File: src/rtl/capture_trigger_ctrl.sv
// Logic-analyzer capture sequencer: pre-trigger fill, armed wait and
// post-trigger count over a circular sample RAM of arbitrary depth.
module capture_trigger_ctrl #(
   parameter int ENTRIES = 384,
   parameter int ADDR_W  = 9,
   parameter int NCH     = 5
) (
   input  logic              clk,
   input  logic              rst_n,
   input  logic              start,
   input  logic              abort,
   input  logic              clr_done,
   input  logic [ADDR_W-1:0] trig_pos,
   input  logic              sample_tick,
   input  logic [NCH-1:0]    ch_trig,
   output logic              armed,
   output logic              we,
   output logic [ADDR_W-1:0] waddr,
   output logic              triggered,
   output logic              capture_done
);

   localparam logic [2:0] S_IDLE = 3'd0;
   localparam logic [2:0] S_PRE  = 3'd1;
   localparam logic [2:0] S_ARM  = 3'd2;
   localparam logic [2:0] S_POST = 3'd3;
   localparam logic [2:0] S_DONE = 3'd4;

   localparam int CW = ADDR_W + 1;
   localparam logic [ADDR_W-1:0] LAST = ADDR_W'(ENTRIES - 1);

   logic [2:0]        state;
   logic [ADDR_W-1:0] post_n;
   logic [CW-1:0]     pre_n;
   logic [CW-1:0]     pre_cnt;
   logic [CW-1:0]     post_cnt;
   logic [CW-1:0]     pre_inc;
   logic [CW-1:0]     post_inc;
   logic [ADDR_W-1:0] waddr_nxt;
   logic [ADDR_W-1:0] post_clamp;
   logic              capturing;
   logic              trig;

   assign capturing = (state == S_PRE) | (state == S_ARM) |
                      (state == S_POST);
   assign we           = sample_tick & capturing;
   assign armed        = (state == S_ARM) | (state == S_POST);
   assign capture_done = (state == S_DONE);
   assign trig         = &ch_trig;

   // Depth need not be a power of two, so wrap explicitly.
   assign waddr_nxt  = (waddr == LAST) ? '0 : waddr + ADDR_W'(1);
   assign pre_inc    = pre_cnt + CW'(1);
   assign post_inc   = post_cnt + CW'(1);
   assign post_clamp = (trig_pos > LAST) ? LAST : trig_pos;
   assign pre_n      = CW'(ENTRIES) - CW'(post_n);

   always_ff @(posedge clk or negedge rst_n) begin
      if (!rst_n) begin
         state     <= S_IDLE;
         waddr     <= '0;
         post_n    <= '0;
         pre_cnt   <= '0;
         post_cnt  <= '0;
         triggered <= 1'b0;
      end else if (abort) begin
         state <= S_IDLE;
      end else begin
         case (state)
            S_IDLE: begin
               if (start) begin
                  waddr     <= '0;
                  pre_cnt   <= '0;
                  post_cnt  <= '0;
                  triggered <= 1'b0;
                  post_n    <= post_clamp;
                  state     <= S_PRE;
               end
            end
            S_PRE: begin
               if (we) begin
                  waddr   <= waddr_nxt;
                  pre_cnt <= pre_inc;
                  if (pre_inc == pre_n) state <= S_ARM;
               end
            end
            S_ARM: begin
               // A write in the trigger cycle still belongs to pre-trigger.
               if (we) waddr <= waddr_nxt;
               if (trig) begin
                  triggered <= 1'b1;
                  state     <= (post_n == '0) ? S_DONE : S_POST;
               end
            end
            S_POST: begin
               if (we) begin
                  waddr    <= waddr_nxt;
                  post_cnt <= post_inc;
                  if (post_inc == CW'(post_n)) state <= S_DONE;
               end
            end
            S_DONE: begin
               if (clr_done) state <= S_IDLE;
            end
            default: state <= S_IDLE;
         endcase
      end
   end

endmodule
File: config.mk
export PLATFORM = sky130hd
export DESIGN_NAME = capture_trigger_ctrl
export DESIGN_NICKNAME = d
export VERILOG_FILES = /design/src/rtl/capture_trigger_ctrl.sv
export SDC_FILE = /design/constraint.sdc
export NUM_CORES = 1
export LEC_CHECK = 0
export ABC_AREA = 1
export CAP_MARGIN = 25
export CORE_UTILIZATION = 45
export DETAILED_ROUTE_END_ITERATION = 8
export HOLD_SLACK_MARGIN = 0.05
export MAX_ROUTING_LAYER = met4
export PLACE_DENSITY_LB_ADDON = 0.2
export SYNTH_ARGS = -nofsm -noshare
export SYNTH_HDL_FRONTEND = slang
export SYNTH_SLANG_ARGS = --single-unit
export TNS_END_PERCENT = 50
File: constraint.sdc
create_clock -name clk -period 5.5 [get_ports clk]
set_input_delay 0.825 -clock clk [delete_from_list [all_inputs] [get_ports clk]]
set_output_delay 0.825 -clock clk [all_outputs]
set_load 0.05 [all_outputs]
==> flow_summary.json <==
{
  "syn2layout_area_growth_pct": 16.6,
  "cts_sinks": 42,
  "diodes": 0,
  "nNetsFinal": 494,
  "status": "complete, no violations",
  "worstPathArrival_ns": 2.31,
  "cts.clk_slew.worst_paths_ns": 0.08,
  "clock.fmax_ghz": 0.319,
  "htreeDepth": 2,
  "dp_worst_setup_slack_ns": 2.30,
  "fill_cells": 599,
  "grt_antenna_before_repair": 0,
  "worstHoldPathType": "input pin to async pin",
  "fin_crit_sh_pct": 57.0,
  "maxCapViolCount": 0,
  "drc": 0,
  "period_minus_slack_ns": 3.14,
  "final_max_slew_viol_count": 0,
  "worstPathMaxFanout": 4,
  "dieWidth_um": 83.0,
  "finalHoldViolCount": 0,
  "netlist_instances": 435,
  "vias": 2884,
  "syn-num-nets": 459,
  "initial_core_util_pct": 46.5,
  "p_leak_nw": 1.61,
  "ys_warn_count": 0,
  "gp_congestion": 0.854,
  "ctsHoldBuffers": 0,
  "end_kind": "primary output",
  "insertion_delay_ns": 0.30,
  "cts_tree": "built",
  "fp-row-count": 29,
  "wl_um": 6970,
  "die-area_mm2": 0.00690,
  "wl_per_cell_um": 12.7,
  "design.core.area_mm2": 0.00635,
  "tns_ns": 0,
  "overflow": 0,
  "tightest_slew_ns": 0.958,
  "cts_root_buffer": "clkbuf_8",
  "first_iter_violations": 158,
  "dp_hpwl_um": 5240,
  "grt_max_degree": 43,
  "routed_via_density": 5.26,
  "worstSetupPathType": "input pin to primary output",
  "grt_pass1_wl_um": 12100,
  "powerDensity_mw_per_mm2": 384,
  "drt-pass1-iter-count": 4,
  "finalWorstSetupSlack_ns": 2.36,
  "die-height_um": 83.0,
  "ys_seq_area_share_pct": 35.6,
  "reg2reg_depth": 6,
  "rsz0062_at_grt": "false",
  "portBuffers": 32,
  "syn_area_mm2": 0.00296,
  "post_cts_buffers": 0,
  "ant_nets": 0,
  "setup_violations": 0,
  "track_usage_pct": 22.3,
  "synth_seq_cells": 42,
  "start_kind": "input pin",
  "ir_worst_vdd_uv": 187,
  "ys_types": 35,
  "ios": 33,
  "synth.avg_cell_area_um2": 6.79,
  "required_ns": 4.68,
  "slew_headroom_pct": 35.8,
  "grt_pass1_vias": 2685,
  "post_cts_resized": 0,
  "cts_buffers": 5,
  "ctsLongestPathBuffers": 2,
  "layout-drive-gt1-share_pct": 11.3,
  "fin_skew_ns": 0.00729
}
## stage by stage
| step | hold WS [ns] | area, µm² | power (mW) | util (%) | instances |
|---|---|---|---|---|---|
| 4_1_cts | 0.513 | 3430 | 1.32 | 54.0 | 547 |
| 6_report | 0.416 | 3450 | 1.32 | 54.3 | 548 |
| 3_3_place_gp | 0.502 | 3330 | 1.10 | 52.5 | 539 |
| 5_1_grt | 0.434 | 3450 | 1.43 | 54.3 | 548 |
| 2_1_floorplan | 0.501 | 2960 | 0.941 | - | 435 |
| 3_5_place_dp | 0.494 | 3330 | 1.11 | 52.5 | 539 |
## Yosys cell counts (all sizes together)
| cell type | n | area, µm² |
|---|---|---|
| buf | 4 | 31.3 |
| nand3 | 46 | 255 |
| dfrtp | 42 | 1050 |
| o21ai | 28 | 144 |
| a2bb2oi | 1 | 8.76 |
| nand2 | 142 | 556 |
| a221oi | 2 | 35.0 |
| a211oi | 1 | 7.51 |
| o22ai | 12 | 75.1 |
| a21oi | 10 | 61.3 |
| nand4 | 8 | 50.1 |
| clkbuf | 1 | 5.00 |
| inv | 70 | 263 |
| xor2 | 2 | 17.5 |
| nor3 | 10 | 65.1 |
| nor2 | 45 | 221 |
| a31oi | 1 | 6.26 |
| nor4 | 1 | 6.26 |
| o32ai | 1 | 8.76 |
| nand3b | 1 | 7.51 |
| ha | 4 | 50.1 |
| xnor2 | 2 | 17.5 |
| o31ai | 1 | 12.5 |
## where the power goes
| part | switching, mW | internal, mW |
|---|---|---|
| sequential | 0.0889 | 0.368 |
| clock | 0.116 | 0.101 |
| combinational | 0.426 | 0.223 |
| total | 0.630 | 0.693 |
## cell usage in the layout (no fill, tap or decap), drive strengths merged
cell type      synthesis  final
nor3                  10     10
a21oi                 10     10
clkdlybuf4s50          0     31
clkbuf                 1      6
nand2                142    142
nor2                  45     45
xor2                   2      2
clkinv                 0      1
o31ai                  1      1
nand4                  8      8
dfrtp                 42     42
clkinvlp               0      1
nor4                   1      1
inv                   70     70
nand3                 46     46
nand3b                 1      1
a221oi                 2      2
xnor2                  2      2
o21ai                 28     28
a31oi                  1      1
buf                    4      2
o32ai                  1      1
a211oi                 1      1
ha                     4      4
o22ai                 12     12
a2bb2oi                1      1
## layout make-up
cell class	instances	area, µm²	area share [%]
clock buffer	6	82.6	2.40
timing repair buffer	33	335	9.73
tap	77	96.3	2.80
inverter	70	263	7.63
clock inverter	2	12.5	0.363
sequential	42	1050	30.5
multi-input combinational	318	1610	46.6
## state kept, by name (all words and copies together) (netlist names)
name	cells
triggered	1
pre_cnt	10
post_n	9
state	3
post_cnt	10
waddr	9
## critical path, stage by stage
cell and delay, ns:
clkdlybuf4s50_1 0.49, nand2_2 0.12, inv_1 0.08, clkdlybuf4s50_1 0.79
## final timing paths
| check | from | endpoint | slack, ns |
|---|---|---|---|
| min in group clk | triggered | triggered | 0.50 |
| setup / recovery | sample_tick | we | 2.36 |
| hold / removal | rst_n | post_n[4] | 0.42 |
| hold reg to reg | triggered | triggered | 0.50 |
| max in group asynchronous | rst_n | pre_cnt[6] | 4.61 |
| setup reg to reg | state[2] | post_cnt[0] | 3.26 |
## metal layers
metal  up-vias  part of all wire, %  track usage (%)
met5         -                    0                -
met4         0                  1.1             5.64
met3         7                  4.7             3.58
met2        61                   45             34.2
met1      1340                   49             31.0
li1       1476                    -                -
## kinds of logic (layout without fill, tap and decap cells)
kind of cell,count (synthesis),after routing,share of synthesized area [%]
adders and majority gates,4,4,1.69
and+or+nand+nor,253,253,39.3
xor gates and xnor gates,4,4,1.19
AOI/OAI and AO/OA,57,57,12.2
buffers and inverters,75,111,10.1
DFF,42,42,35.6
No activity file was read; power rests on OpenSTA's default activity.
